===== src/rtl/riscv_pkg.sv =====
// Shared fetch-side definitions: FSM state encoding, the canonical NOP and the
// sequential PC step.
package riscv_pkg;

    typedef enum logic [1:0] {
        S_REQ  = 2'd0,
        S_WAIT = 2'd1,
        S_HOLD = 2'd2
    } fetch_state_e;

    localparam logic [31:0] NOP_INSTR = 32'h0000_0013;
    localparam int unsigned PC_INC    = 4;

    // The branch strobe is active-high despite its name.
    function automatic logic is_redirect(input logic branch_taken, input logic jump_taken);
        return branch_taken || jump_taken;
    endfunction

endpackage


===== src/rtl/pc_fetch_unit_if.sv =====
// Fetch unit bus: instruction-memory request/response plus the bundle handed
// to decode.
interface pc_fetch_unit_if #(
    parameter int XLEN = 32
);
    logic            imem_req;
    logic [XLEN-1:0] imem_addr;
    logic            imem_gnt;
    logic            imem_rvalid;
    logic [XLEN-1:0] imem_rdata;
    logic            instr_valid;
    logic [XLEN-1:0] instr;
    logic [XLEN-1:0] instr_pc;
    logic            instr_ready;

    modport master (
        output imem_req, imem_addr, instr_valid, instr, instr_pc,
        input  imem_gnt, imem_rvalid, imem_rdata, instr_ready
    );

    modport slave (
        input  imem_req, imem_addr, instr_valid, instr, instr_pc,
        output imem_gnt, imem_rvalid, imem_rdata, instr_ready
    );
endinterface


===== src/rtl/next_pc_sel.sv =====
// Next-PC mux: jump beats branch beats sequential increment beats hold.
// Redirect targets are forced to word alignment.
module next_pc_sel
    import riscv_pkg::*;
#(
    parameter int XLEN = 32
) (
    input  logic [XLEN-1:0] pc,
    input  logic            branchN,
    input  logic [XLEN-1:0] branch_target,
    input  logic            jump,
    input  logic [XLEN-1:0] jump_target,
    input  logic            inc,
    output logic [XLEN-1:0] next_pc,
    output logic            redirect
);

    localparam logic [XLEN-1:0] ALIGN_MASK = {{(XLEN-2){1'b1}}, 2'b00};

    always_comb begin
        redirect = is_redirect(branchN, jump);
        if (jump) begin
            next_pc = jump_target & ALIGN_MASK;
        end else if (branchN) begin
            next_pc = branch_target & ALIGN_MASK;
        end else if (inc) begin
            next_pc = pc + XLEN'(PC_INC);
        end else begin
            next_pc = pc;
        end
    end

endmodule


===== src/rtl/pc_fetch_unit.sv =====
// Single-outstanding instruction fetch unit: issues one imem request at a time,
// holds the returned instruction for decode and handles branch/jump redirects.
module pc_fetch_unit
    import riscv_pkg::*;
#(
    parameter int              XLEN     = 32,
    parameter logic [XLEN-1:0] RESET_PC = 32'h0000_0000
) (
    input  logic            clk,
    input  logic            rstN,
    input  logic            branchN,
    input  logic [XLEN-1:0] branch_target,
    input  logic            jump,
    input  logic [XLEN-1:0] jump_target,
    input  logic            stall,
    pc_fetch_unit_if.master bus
);

    fetch_state_e    state;
    fetch_state_e    state_nxt;
    logic [XLEN-1:0] pc;
    logic [XLEN-1:0] pc_nxt;
    logic [XLEN-1:0] instr_q;
    logic [XLEN-1:0] instr_pc_q;
    logic            discard;
    logic            req_en;
    logic            redirect;
    logic            granted;
    logic            resp;
    logic            accept;
    logic            capture;

    assign granted = (state == S_REQ) && req_en && bus.imem_gnt;
    assign resp    = (state == S_WAIT) && bus.imem_rvalid;
    assign accept  = (state == S_HOLD) && bus.instr_ready && !stall;
    // A redirect arriving together with the response also kills that response.
    assign capture = resp && !discard && !redirect;

    next_pc_sel #(
        .XLEN(XLEN)
    ) u_next_pc_sel (
        .pc           (pc),
        .branchN      (branchN),
        .branch_target(branch_target),
        .jump         (jump),
        .jump_target  (jump_target),
        .inc          (accept),
        .next_pc      (pc_nxt),
        .redirect     (redirect)
    );

    always_ff @(posedge clk) begin
        if (!rstN) begin
            state <= S_REQ;
        end else begin
            state <= state_nxt;
        end
    end

    always_comb begin
        state_nxt = state;
        case (state)
            S_REQ:   if (granted) state_nxt = S_WAIT;
            S_WAIT:  if (resp) state_nxt = capture ? S_HOLD : S_REQ;
            S_HOLD:  if (redirect || accept) state_nxt = S_REQ;
            default: state_nxt = S_REQ;
        endcase
    end

    // req_en keeps imem_req low through the reset cycle without a fourth state.
    always_comb begin
        bus.imem_req    = (state == S_REQ) && req_en;
        bus.instr_valid = (state == S_HOLD);
    end

    assign bus.imem_addr = pc;
    assign bus.instr     = instr_q;
    assign bus.instr_pc  = instr_pc_q;

    always_ff @(posedge clk) begin
        if (!rstN) begin
            pc         <= RESET_PC;
            discard    <= 1'b0;
            req_en     <= 1'b0;
            instr_q    <= XLEN'(NOP_INSTR);
            instr_pc_q <= RESET_PC;
        end else begin
            req_en <= 1'b1;
            pc     <= pc_nxt;
            // pc only moves during an outstanding request on a redirect, so on
            // an undiscarded response it still names the requested address.
            if (resp) begin
                discard <= 1'b0;
            end else if (redirect && (granted || state == S_WAIT)) begin
                discard <= 1'b1;
            end
            if (capture) begin
                instr_q    <= bus.imem_rdata;
                instr_pc_q <= pc;
            end
        end
    end

endmodule


===== src/flat_wrapper.sv =====
// flat-port wrapper written by rule: the top's interface ports become plain ports
module pc_fetch_unit_flat import riscv_pkg::*;
#(
    parameter int              XLEN     = 32,
    parameter logic [XLEN-1:0] RESET_PC = 32'h0000_0000
)
  (clk, rstN, branchN, branch_target, jump, jump_target, stall, bus_imem_req, bus_imem_addr, bus_instr_valid, bus_instr, bus_instr_pc, bus_imem_gnt, bus_imem_rvalid, bus_imem_rdata, bus_instr_ready);
  pc_fetch_unit_if #(.XLEN(XLEN)) bus_i ();
  input  logic clk;
  input  logic rstN;
  input  logic branchN;
  input  logic [XLEN-1:0] branch_target;
  input  logic jump;
  input  logic [XLEN-1:0] jump_target;
  input  logic stall;
  output wire logic [$bits(bus_i.imem_req)-1:0] bus_imem_req;
  output wire logic [$bits(bus_i.imem_addr)-1:0] bus_imem_addr;
  output wire logic [$bits(bus_i.instr_valid)-1:0] bus_instr_valid;
  output wire logic [$bits(bus_i.instr)-1:0] bus_instr;
  output wire logic [$bits(bus_i.instr_pc)-1:0] bus_instr_pc;
  input wire logic [$bits(bus_i.imem_gnt)-1:0] bus_imem_gnt;
  input wire logic [$bits(bus_i.imem_rvalid)-1:0] bus_imem_rvalid;
  input wire logic [$bits(bus_i.imem_rdata)-1:0] bus_imem_rdata;
  input wire logic [$bits(bus_i.instr_ready)-1:0] bus_instr_ready;
  assign bus_imem_req = bus_i.imem_req;
  assign bus_imem_addr = bus_i.imem_addr;
  assign bus_instr_valid = bus_i.instr_valid;
  assign bus_instr = bus_i.instr;
  assign bus_instr_pc = bus_i.instr_pc;
  assign bus_i.imem_gnt = bus_imem_gnt;
  assign bus_i.imem_rvalid = bus_imem_rvalid;
  assign bus_i.imem_rdata = bus_imem_rdata;
  assign bus_i.instr_ready = bus_instr_ready;
  pc_fetch_unit #(.XLEN(XLEN), .RESET_PC(RESET_PC)) u_core (.clk(clk), .rstN(rstN), .branchN(branchN), .branch_target(branch_target), .jump(jump), .jump_target(jump_target), .stall(stall), .bus(bus_i));
endmodule

===== config.mk =====
export PLATFORM = sky130hd
export DESIGN_NAME = pc_fetch_unit_flat
export DESIGN_NICKNAME = d
export VERILOG_FILES = /design/src/rtl/riscv_pkg.sv /design/src/rtl/pc_fetch_unit_if.sv /design/src/rtl/next_pc_sel.sv /design/src/rtl/pc_fetch_unit.sv /design/src/flat_wrapper.sv
export SDC_FILE = /design/constraint.sdc
export NUM_CORES = 1
export LEC_CHECK = 0
export BUFFER_PORTS_ARGS = -buffer_cell sky130_fd_sc_hd__buf_2
export CAP_MARGIN = 10
export CORE_UTILIZATION = 52
export CTS_CLUSTER_DIAMETER = 40
export DETAILED_ROUTE_END_ITERATION = 8
export PLACE_DENSITY_LB_ADDON = 0.2
export RECOVER_POWER = 50
export SLEW_MARGIN = 20
export SYNTH_ARGS = -nofsm -noshare
export SYNTH_HDL_FRONTEND = slang
export SYNTH_HIERARCHICAL = 1
export SYNTH_SLANG_ARGS = --single-unit

===== constraint.sdc =====
create_clock -name clk -period 4.1 [get_ports clk]
set_input_delay 0.82 -clock clk [delete_from_list [all_inputs] [get_ports clk]]
set_output_delay 0.82 -clock clk [all_outputs]
set_load 0.005 [all_outputs]

==> After elaboration in Yosys (flattened, before gate mapping) <==
Index checks and enable logic that the tools add are counted.
{ "totals": {"register_bits": 100, "out_inout_bits": 98, "wordCells": 42} }
{ "op_classes": {"n_addsub": 1, "n_eq_ne": 5, "n_mux": 9, "bitwise_logic": 1, "reduce_logical": 19} }
{ "ops": {"columns": ["operator", "count"], "rows": [
  ["2-to-1 mux 32 bit", 3],
  ["adder 32 x 3 -> 32 bit, second input constant", 1],
  ["logical AND 1 bit", 8],
  ["2-to-1 mux 2 bit", 4],
  ["!= test 2 x 1 -> 1 bit, second input constant", 3],
  ["case mux 2 bit (3 select lines)", 1],
  ["zero test 1 bit", 3],
  ["logical OR 1 bit", 3],
  ["AND reduction 3 bit", 1],
  ["nonzero test 3 bit", 1],
  ["OR reduction 3 bit", 1],
  ["equality test 2 x 1 -> 1 bit, second input constant", 1],
  ["equality test 2 bit, second input constant", 1],
  ["zero test 2 bit", 1],
  ["OR reduction 2 bit", 1],
  ["2-to-1 mux 1 bit", 1],
  ["NOT 1 bit", 1]
]} }

==> Logic depth before layout (Yosys ltp) <==
Gate-level depths: netlist of run 1.
{ "depth": {"depth_word": 7, "mapped_depth": 10} }

==> By module <==
Netlist of run 1, hierarchy kept.
{ "modules_own_cells": {"columns": ["module", "n_inst", "cells_per_inst", "area_per_inst_um2"], "rows": [
  ["pc_fetch_unit", 1, 365, 3647.2],
  ["next_pc_sel", 1, 177, 1117.3]
]} }

==> Worst setup path before layout of run 1 <==
Ideal clock, no wire load.
{ "synth_timing": {"path_kind": "in2reg", "start": "in jump", "end": "reg u_core.instr_q[0] (netlist: u_core/bus.instr[0])", "setup_time_ns": 0.072, "t_arrival_ns": 2.512, "required_ns": 4.028, "slack_ns": 1.516, "path_stages": 10, "path_buffers": 5, "path_cell_list": "clkbuf_1 > nor2_1 > clkinv_1 > buf_2 > nor2_1 > and3_4 > buf_6 > buf_8 > buf_12 > mux2i_1"} }
{ "synth_via": {"elab_chain_len": 3} }
{ "synth_lines": {"columns": ["element", "line_no", "rtl"], "rows": [
  ["start: declaration", "flat_wrapper.sv:13", "input logic jump;"],
  ["logical OR 1 bit", "riscv_pkg.sv:16", "return branch_taken || jump_taken;"],
  ["named net u_core.redirect", "pc_fetch_unit.sv:27", "logic redirect;"],
  ["zero test 1 bit", "pc_fetch_unit.sv:37", "assign capture = resp && !discard && !redirect;"],
  ["logical AND 1 bit", "pc_fetch_unit.sv:37", null],
  ["end signal: assignment", "pc_fetch_unit.sv:85", "instr_q <= XLEN'(NOP_INSTR);"],
  ["end signal: assignment", "pc_fetch_unit.sv:98", "instr_q <= bus.imem_rdata;"],
  ["end: declaration", "pc_fetch_unit.sv:23", "logic [XLEN-1:0] instr_q;"]
]} }
The timed path passes the listed nets, and every way through them passes these cells.
A chain may end at the register's enable or synchronous reset.

==> Worst setup path after layout of run 1 <==
{ "layout_timing": {"start": "in branchN", "end": "reg u_core.instr_q[19] (netlist: u_core/bus.instr[19])"} }
{ "layout_via": {"elab_chain_len": 3} }
{ "layout_lines": {"columns": ["element", "line_no", "rtl"], "rows": [
  ["start: declaration", "flat_wrapper.sv:11", "input logic branchN;"],
  ["logical OR 1 bit", "riscv_pkg.sv:16", null],
  ["named net u_core.redirect", "pc_fetch_unit.sv:27", null],
  ["zero test 1 bit", "pc_fetch_unit.sv:37", null],
  ["logical AND 1 bit", "pc_fetch_unit.sv:37", null]
]} }
The timed path passes the listed nets, and every way through them passes these cells.

==> results of run 1 <==
[report_power, final]
group	internal, uW	switching, uW	total, uW
Combinational	102	102	204
Sequential	996	35.5	1030
Clock	413	340	753
Total	1510	477	1990
[through the flow]
| step | cell area (um2) | hold slack, ns | power (uW) | worst slack (ns) |
|---|---|---|---|---|
| global route | 5900 | 0.477 | 2080 | 0.989 |
| CTS | 5950 | 0.463 | 2010 | 1.56 |
| floorplan | 4760 | 0.451 | 1160 | 1.52 |
| global placement | 5700 | 0.440 | 1250 | 1.30 |
| detailed placement | 5700 | 0.447 | 1260 | 1.18 |
| finish | 5900 | 0.461 | 1990 | 1.13 |
[sequential cells by signal, indices dropped and copies added, names as in the netlist]
signal	cells
u_core/bus.instr	32
u_core/discard	1
u_core/req_en	1
u_core/state	2
u_core/bus.instr_pc	32
u_core/bus.imem_addr	32
[placed cells by master, fill, tap and decap left out, drive strengths merged, types with 3 or more instances in the layout]
cell type,synthesis,layout
buf,14,172
nand2,140,140
dfxtp,100,100
mux2i,67,67
clkbuf,23,44
and2,37,37
o21ai,25,25
xor2,20,20
a22oi,17,17
nand3,15,15
nor2,11,11
nor2b,11,11
nand4,11,11
a21oi,10,10
and3,9,9
xnor2,8,8
o22ai,4,4
inv,2,4
bufinv,0,3
and4,3,3
[how the worst max path moves through the flow]
stage                 start                                end  slack [ns]  depth (start not counted)
floorplan              jump   u_core/bus.instr[0]$_SDFFE_PN1P_        1.52                         10
global placement    branchN   u_core/bus.instr[0]$_SDFFE_PN1P_        1.30                          8
detailed placement  branchN  u_core/bus.instr[11]$_SDFFE_PN0P_        1.18                          8
CTS                 branchN  u_core/bus.instr[11]$_SDFFE_PN0P_        1.56                          8
global route        branchN  u_core/bus.instr[19]$_SDFFE_PN0P_        0.99                          8
finish              branchN  u_core/bus.instr[19]$_SDFFE_PN0P_        1.13                          8
[layout make-up]
cell class | count | area (um2) | area share [%]
clock inverter | 6 | 119 | 2.01
tap | 108 | 135 | 2.29
clock buffer | 10 | 128 | 2.16
timing repair buffer | 206 | 1010 | 17.1
sequential | 100 | 2000 | 33.9
multi-input combinational | 402 | 2500 | 42.3
inverter | 3 | 11.3 | 0.191
[layer usage]
metal  GRT usage [%]  wire length, um
met1            29.0             5000
met2            42.8             5590
met3            4.39              694
met4            8.74              216
met5               0                0
[worst register-to-register path, delay by kind of cell (launching register included)]
family / cells / cell delay, ns
AND/OR/NAND/NOR: 6 / 1.65
AO/OA/AOI/OAI: 1 / 0.10
flip-flops: 1 / 0.39
XOR/XNOR: 1 / 0.19
[cells by family after synthesis]
kind of cell | after synthesis
AOI/OAI and AO/OA | 62
buffers and inverters | 40
xor gates and xnor gates | 28
muxes | 67
adders and majority gates | 1
and+or+nand+nor | 244
DFF | 100
==> Flow_metrics.wiki, run 1 <==
{| class="wikitable"
! Metric !! Value
|-
| Total of hold buffers inserted after clock tree synthesis || 0
|-
| Class of the most critical setup path || in2reg
|-
| First-pass DRT Iterations || 7
|-
| Congestion Overflow GR || 0
|-
| Most frequent cell after synthesis || sky130_fd_sc_hd__nand2_1
|-
| Number of nets with antenna violations after detailed routing || 0
|-
| Number of cells on the worst reg-to-reg path || 8
|-
| Number of antenna violations at the first check in global routing || 0
|-
| Post-synthesis instance area || 4760 um2
|-
| Number of standard cells in the final layout excluding fillers || 835
|-
| Number of remaining DRC errors || 24
|-
| Number of cells produced by synthesis || 542
|-
| Flop-to-flop setup slack || 1.69 ns
|-
| Post-synthesis compound-gate area fraction || 7.90%
|-
| Global-route wire length before repair || 18.7 mm
|-
| Adder-cell area share of the yosys netlist || 0.263%
|-
| Yosys warning total || 6
|-
| Max transition margin || 40.6%
|-
| Vias per std cell || 5.20
|-
| Basic-gate share of the synthesized area counting and, or, nand and nor cells || 25.0%
|-
| Placed insts || 819
|-
| R2R Path End || u_core/bus.imem_addr[29]$_SDFF_PN0_
|-
| Failing checks || design-rule violations
|-
| Number of levels the H-tree was split into || 3
|-
| Cell types with the largest area share after synthesis || sky130_fd_sc_hd__dfxtp_1 (42%), sky130_fd_sc_hd__mux2i_1 (14%), sky130_fd_sc_hd__nand2_1 (11%)
|-
| Leakage Power || 0.00251 uW
|-
| Hold path depth || 2
|-
| Worst endpoint required time || 4.38 ns
|-
| Combinational family with the most area after synthesis || simple AND/OR/NAND/NOR gates
|-
| Critical Path End Type || register
|-
| Register clock-pin slew on the reported worst setup and hold paths || 0.09 ns
|-
| Share of the core filled with cells || 67.1%
|-
| Cell with the largest stage delay on the worst path || sky130_fd_sc_hd__and3_4
|-
| Largest stage delay on the critical path || 0.59 ns
|-
| Number of filler instances in the final layout || 759
|-
| Upper clock frequency limit || 337 MHz
|-
| Post-DR wirelength/cell || 13.8 um
|-
| Quantity of I/O buffers inserted on ports || 197
|-
| Synth cell types || 44
|-
| Post-CTS Setup Inserts || 0
|-
| Sequential area share after synthesis || 42.0%
|-
| Crit path launch type || input port
|-
| Nets in the synthesized netlist || 647
|-
| Status || finished, violations left
|-
| Detailed Place HPWL || 8.48 mm
|-
| Source-to-sink clock delay at the later pin of the worst-skew pair || 0.36 ns
|-
| Std-Cell Core Area || 8810 um2
|-
| Effective utilization at floorplan || 54.1%
|-
| Final TNS setup || 0 ns
|-
| Clock tree root buffer cell || sky130_fd_sc_hd__clkbuf_8
|-
| Final hold violation count || 0
|-
| Tightest Hold Check Type || reg2reg
|-
| Total die area || 9550 um2
|-
| Die Width || 97.7 um
|-
| Pwr/cell area || 337 nW/um2
|-
| Syn avg cell area || 8.79 um2
|-
| Max-slew violation total from the final report || 0
|-
| Buffer levels on the longest clock path || 2
|-
| Max-cap viol count || 0
|-
| Routability congestion estimate || 0.782
|-
| Tcrit/Tclk final || 72.4%
|-
| Post-Synth XOR/XNOR Area || 5.15%
|-
| Quantity of gates resized following cts || 0
|-
| Largest net degree at the start of global routing || 78
|-
| Cell-by-cell listing of the critical path || clkbuf_1, nor2_1, clkbuf_1, clkinv_1, nor2_1, and3_4, buf_4, mux2i_1
|-
| Hold Path Origin || u_core/bus.instr[16]$_SDFFE_PN0P_
|-
| Transition time at the pin with the least slew margin || 0.891 ns
|-
| Detailed-route via count || 4,338
|-
| Fraction of registers with async set or reset after synthesis || 0%
|-
| Unrepaired setup endpoints after global routing || no
|-
| Boundary Pins || 202
|-
| CTS tree || built
|-
| Inserted Diodes || 0
|-
| Post-synthesis mux area share || 14.1%
|-
| Cell types with the highest counts after synthesis || sky130_fd_sc_hd__nand2_1 (140), sky130_fd_sc_hd__dfxtp_1 (100), sky130_fd_sc_hd__mux2i_1 (67), sky130_fd_sc_hd__and2_1 (37), sky130_fd_sc_hd__clkbuf_1 (23)
|-
| Worst IR Drop VDD || 0.177 mV
|-
| Post-synth EDFFs || 0
|-
| Flops & latches, synth || 100
|-
| Critical Path AT || 3.25 ns
|-
| Clock period minus worst slack || 2.97 ns
|-
| Detailed router's first-iteration violation count || 203
|-
| Final wirelength || 11.5 mm
|-
| Global Route Usage Sum || 24.1%
|-
| TritonCTS Sinks || 100
|-
| Post-synthesis cell type with the largest combined area || sky130_fd_sc_hd__dfxtp_1
|-
| Std cell rows || 34
|-
| Setup Viol. Count Final || 0
|-
| Synth top area share || 42.0%
|-
| Die Height || 97.7 um
|-
| Top_reg_cell synth || sky130_fd_sc_hd__dfxtp_1
|-
| Area overhead of the layout relative to synthesis || 23.9%
|-
| Share of final-layout standard cells stronger than drive strength 1 || 27.2%
|-
| Number of global-route vias before repair || 4,056
|-
| Kind of cell adding the most delay to the critical path || buffers and inverters
|-
| Net total in the final layout || 827
|-
| Number of clock buffers inserted by TritonCTS || 9
|-
| Setup clock skew after layout || 0.0152 ns
|-
| Worst hold endpoint || u_core/bus.instr[16]$_SDFFE_PN0P_
|-
| Worst path bufs/invs || 4
|-
| Maximum fanout encountered on the critical timing path || 32
|-
| Reg2Reg Launch Point || u_core/state[1]$_SDFFE_PN0P_
|}
No activity file was read; power rests on OpenSTA's default activity.
==> run 2, diff against run 1 <==
Settings changed: ABC_AREA set to 1, CORE_UTILIZATION 52 to 50.
Clock period 4.1 ns to 2.9 ns, I/O delays scaled along.
==> run 2 against run 1 <==
The run now ends clean. Sequential share of layout area is 3.6 points lower. Routed wire length is 24% higher. Non-clock buffer count is 2 higher. Die area is 19% higher. Power is 41% higher. Synthesized cell count is 59% higher. Clock power is 24% higher. Sequential power is 44% higher. Critical path depth is 4 lower. Cell area is 12% higher. Clock skew is 0.0030 ns lower.
==> Flow_metrics.wiki, run 2 <==
{| class="wikitable"
! Metric !! Value
|-
| Status || finished, final reports clean
|-
| Total of hold buffers inserted after clock tree synthesis || 0
|-
| Sequential area share after synthesis || 36.7%
|-
| Kind of cell adding the most delay to the critical path || buffers and inverters
|-
| Yosys warning total || 6
|-
| Largest stage delay on the critical path || 1.01 ns
|-
| Share of final-layout standard cells stronger than drive strength 1 || 19.6%
|-
| Setup clock skew after layout || 0.0122 ns
|-
| TritonCTS Sinks || 100
|-
| Worst IR Drop VDD || 0.220 mV
|-
| Number of global-route vias before repair || 5,104
|-
| Syn avg cell area || 6.33 um2
|-
| Number of levels the H-tree was split into || 3
|-
| Cell types with the largest area share after synthesis || sky130_fd_sc_hd__dfxtp_1 (37%), sky130_fd_sc_hd__nand2_1 (15%), sky130_fd_sc_hd__nor2_1 (11%)
|-
| Worst endpoint required time || 3.22 ns
|-
| Cell types with the highest counts after synthesis || sky130_fd_sc_hd__nand2_1 (217), sky130_fd_sc_hd__nor2_1 (158), sky130_fd_sc_hd__inv_1 (134), sky130_fd_sc_hd__dfxtp_1 (100), sky130_fd_sc_hd__nand4_1 (70)
|-
| Number of clock buffers inserted by TritonCTS || 9
|-
| Number of cells produced by synthesis || 862
|-
| Top_reg_cell synth || sky130_fd_sc_hd__dfxtp_1
|-
| Clock tree root buffer cell || sky130_fd_sc_hd__clkbuf_8
|-
| Vias per std cell || 4.93
|-
| Flops & latches, synth || 100
|-
| Commonest non-fill, non-tap cell in the layout || sky130_fd_sc_hd__nand2_1
|-
| Unrepaired setup endpoints after global routing || no
|-
| Share of the core filled with cells || 63.2%
|-
| Quantity of I/O buffers inserted on ports || 197
|-
| Max-slew violation total from the final report || 0
|-
| Synth top area share || 36.7%
|-
| Global Route Usage Sum || 25.5%
|-
| Net total in the final layout || 1,138
|-
| Post-Route Hold Slack || 0.395 ns
|-
| Max transition margin || 5.84%
|-
| Detailed router's first-iteration violation count || 382
|-
| Power Total || 2800 uW
|-
| Final wirelength || 14.3 mm
|-
| Critical Path End Type || register
|-
| Largest net degree at the start of global routing || 71
|-
| Post-CTS Setup Inserts || 0
|-
| Upper clock frequency limit || 474 MHz
|-
| Final TNS setup || 0 ns
|-
| Number of antenna violations at the first check in global routing || 0
|-
| Setup Viol. Count Final || 0
|-
| Cell-by-cell listing of the critical path || clkbuf_2, clkbuf_1, nand2_1, inv_1
|-
| Die Width || 106 um
|-
| Tightest Hold Check Type || in2reg
|-
| Transition time at the pin with the least slew margin || 1.41 ns
|-
| Commonest non-fill, non-tap cells in the layout || sky130_fd_sc_hd__nand2_1 (217), sky130_fd_sc_hd__nor2_1 (158), sky130_fd_sc_hd__buf_2 (152), sky130_fd_sc_hd__inv_1 (134), sky130_fd_sc_hd__dfxtp_1 (100)
|-
| Crit path launch type || input port
|-
| Number of remaining DRC errors || 0
|-
| Register clock-pin slew on the reported worst setup and hold paths || 0.10 ns
|-
| Critical Path AT || 2.42 ns
|-
| Clock period minus worst slack || 2.11 ns
|-
| Tcrit/Tclk final || 72.7%
|-
| Post-DR wirelength/cell || 12.2 um
|-
| Die Height || 106 um
|-
| Post-synthesis cell type with the largest combined area || sky130_fd_sc_hd__dfxtp_1
|-
| Synth cell types || 29
|-
| Final hold violation count || 0
|-
| Sequential share of power || 52.6%
|-
| Combinational power share || 14.2%
|-
| Buffer levels on the longest clock path || 2
|-
| Congestion Overflow GR || 0
|-
| Number of standard cells in the final layout excluding fillers || 1,174
|-
| Switching power total || 811 uW
|-
| Global-route wire length before repair || 23.7 mm
|-
| Routability congestion estimate || 0.867
|-
| CTS tree || built
|-
| Switch share || 28.9%
|-
| Most frequent cell after synthesis || sky130_fd_sc_hd__nand2_1
|-
| Cell with the largest stage delay on the worst path || sky130_fd_sc_hd__clkbuf_2
|-
| Source-to-sink clock delay at the later pin of the worst-skew pair || 0.37 ns
|-
| Worst path bufs/invs || 3
|-
| Total die area || 11,300 um2
|-
| Detailed-route via count || 5,793
|-
| Area overhead of the layout relative to synthesis || 21.2%
|-
| Fraction of registers with async set or reset after synthesis || 0%
|-
| Effective utilization at floorplan || 52.2%
|-
| Detailed Place HPWL || 10.1 mm
|-
| Inserted Diodes || 0
|-
| Post-synth EDFFs || 0
|-
| Maximum fanout encountered on the critical timing path || 70
|-
| Number of nets with antenna violations after detailed routing || 0
|-
| Pwr/cell area || 424 nW/um2
|-
| Clock network power share || 33.2%
|-
| First-pass DRT Iterations || 5
|-
| Cell-internal power || 1990 uW
|-
| Quantity of gates resized following cts || 0
|-
| Std cell rows || 37
|-
| Max-cap viol count || 0
|-
| Leakage Power || 0.00341 uW
|-
| Boundary Pins || 202
|-
| Class of the most critical setup path || in2reg
|-
| Nets in the synthesized netlist || 967
|-
| Post-synthesis instance area || 5460 um2
|-
| Std-Cell Core Area || 10,500 um2
|-
| Placed insts || 1,158
|}
## run 2: power by group through the flow
| stage | registers [uW] | logic (uW) | clock network [uW] |
|---|---|---|---|
| 6_report | 1480 | 397 | 932 |
| 5_1_grt | 1480 | 454 | 1020 |
| 4_1_cts | 1470 | 400 | 967 |
| 3_5_place_dp | 1510 | 398 | 0 |
| 3_3_place_gp | 1510 | 398 | 0 |
| 2_1_floorplan | 1490 | 242 | 0 |
## run 2: metal layers
layer  up-vias  track usage, %  part of all wire, %
met4         0            6.85                  1.1
met1      2531            34.7                   46
met3        13            4.35                  7.4
li1       3025               -                    -
met2       224            41.6                   45
met5         -               0                    0
## run 2: per-stage QoR
step / cell area (um2) / setup WS (ns)
final: 6610 / 0.791
after global routing: 6610 / 0.524
after CTS: 6670 / 0.829
after detailed placement: 6460 / 0.648
after global placement: 6460 / 0.650
after floorplan: 5460 / 0.751
## run 2: tightest hold or removal path, delay by kind of cell
kind / cells / cell delay, ns
buffers and inverters: 1 / 0.07
AND/OR/NAND/NOR: 2 / 0.09
## run 2: final timing paths
| path | from | end | slack (ns) | depth (start not counted) |
|---|---|---|---|---|
| worst min register to register | u_core/bus.instr[0]$_SDFFE_PN1P_ | u_core/bus.instr[0]$_SDFFE_PN1P_ | 0.49 | 2 |
| worst max register to register | u_core/state[1]$_SDFFE_PN0P_ | u_core/bus.imem_addr[31]$_SDFF_PN0_ | 0.81 | 14 |
| worst min-delay path | bus_imem_rdata[1] | u_core/bus.instr[1]$_SDFFE_PN1P_ | 0.39 | 3 |
| worst max-delay path | rstN | u_core/bus.imem_addr[1]$_SDFF_PN0_ | 0.79 | 4 |
## run 2: final cells by class
class                           instances  area (um2)
Multi-Input combinational cell        576        2690
Sequential cell                       100        2000
Inverter                              138         518
Timing Repair Buffer                  208        1020
Clock inverter                          6        81.3
Tap cell                              136         170
Fill cell                            1097        3850
Clock buffer                           10         128
## run 2: cells by family after synthesis
| kind of cell | after synthesis | share of synthesized area, % |
|---|---|---|
| AND/OR/NAND/NOR | 539 | 45.0 |
| adder cells (fa/ha/maj) | 1 | 0.229 |
| flip-flops | 100 | 36.7 |
| AO/OA/AOI/OAI | 35 | 3.90 |
| XOR/XNOR | 1 | 0.161 |
| buffers and inverters | 186 | 14.0 |
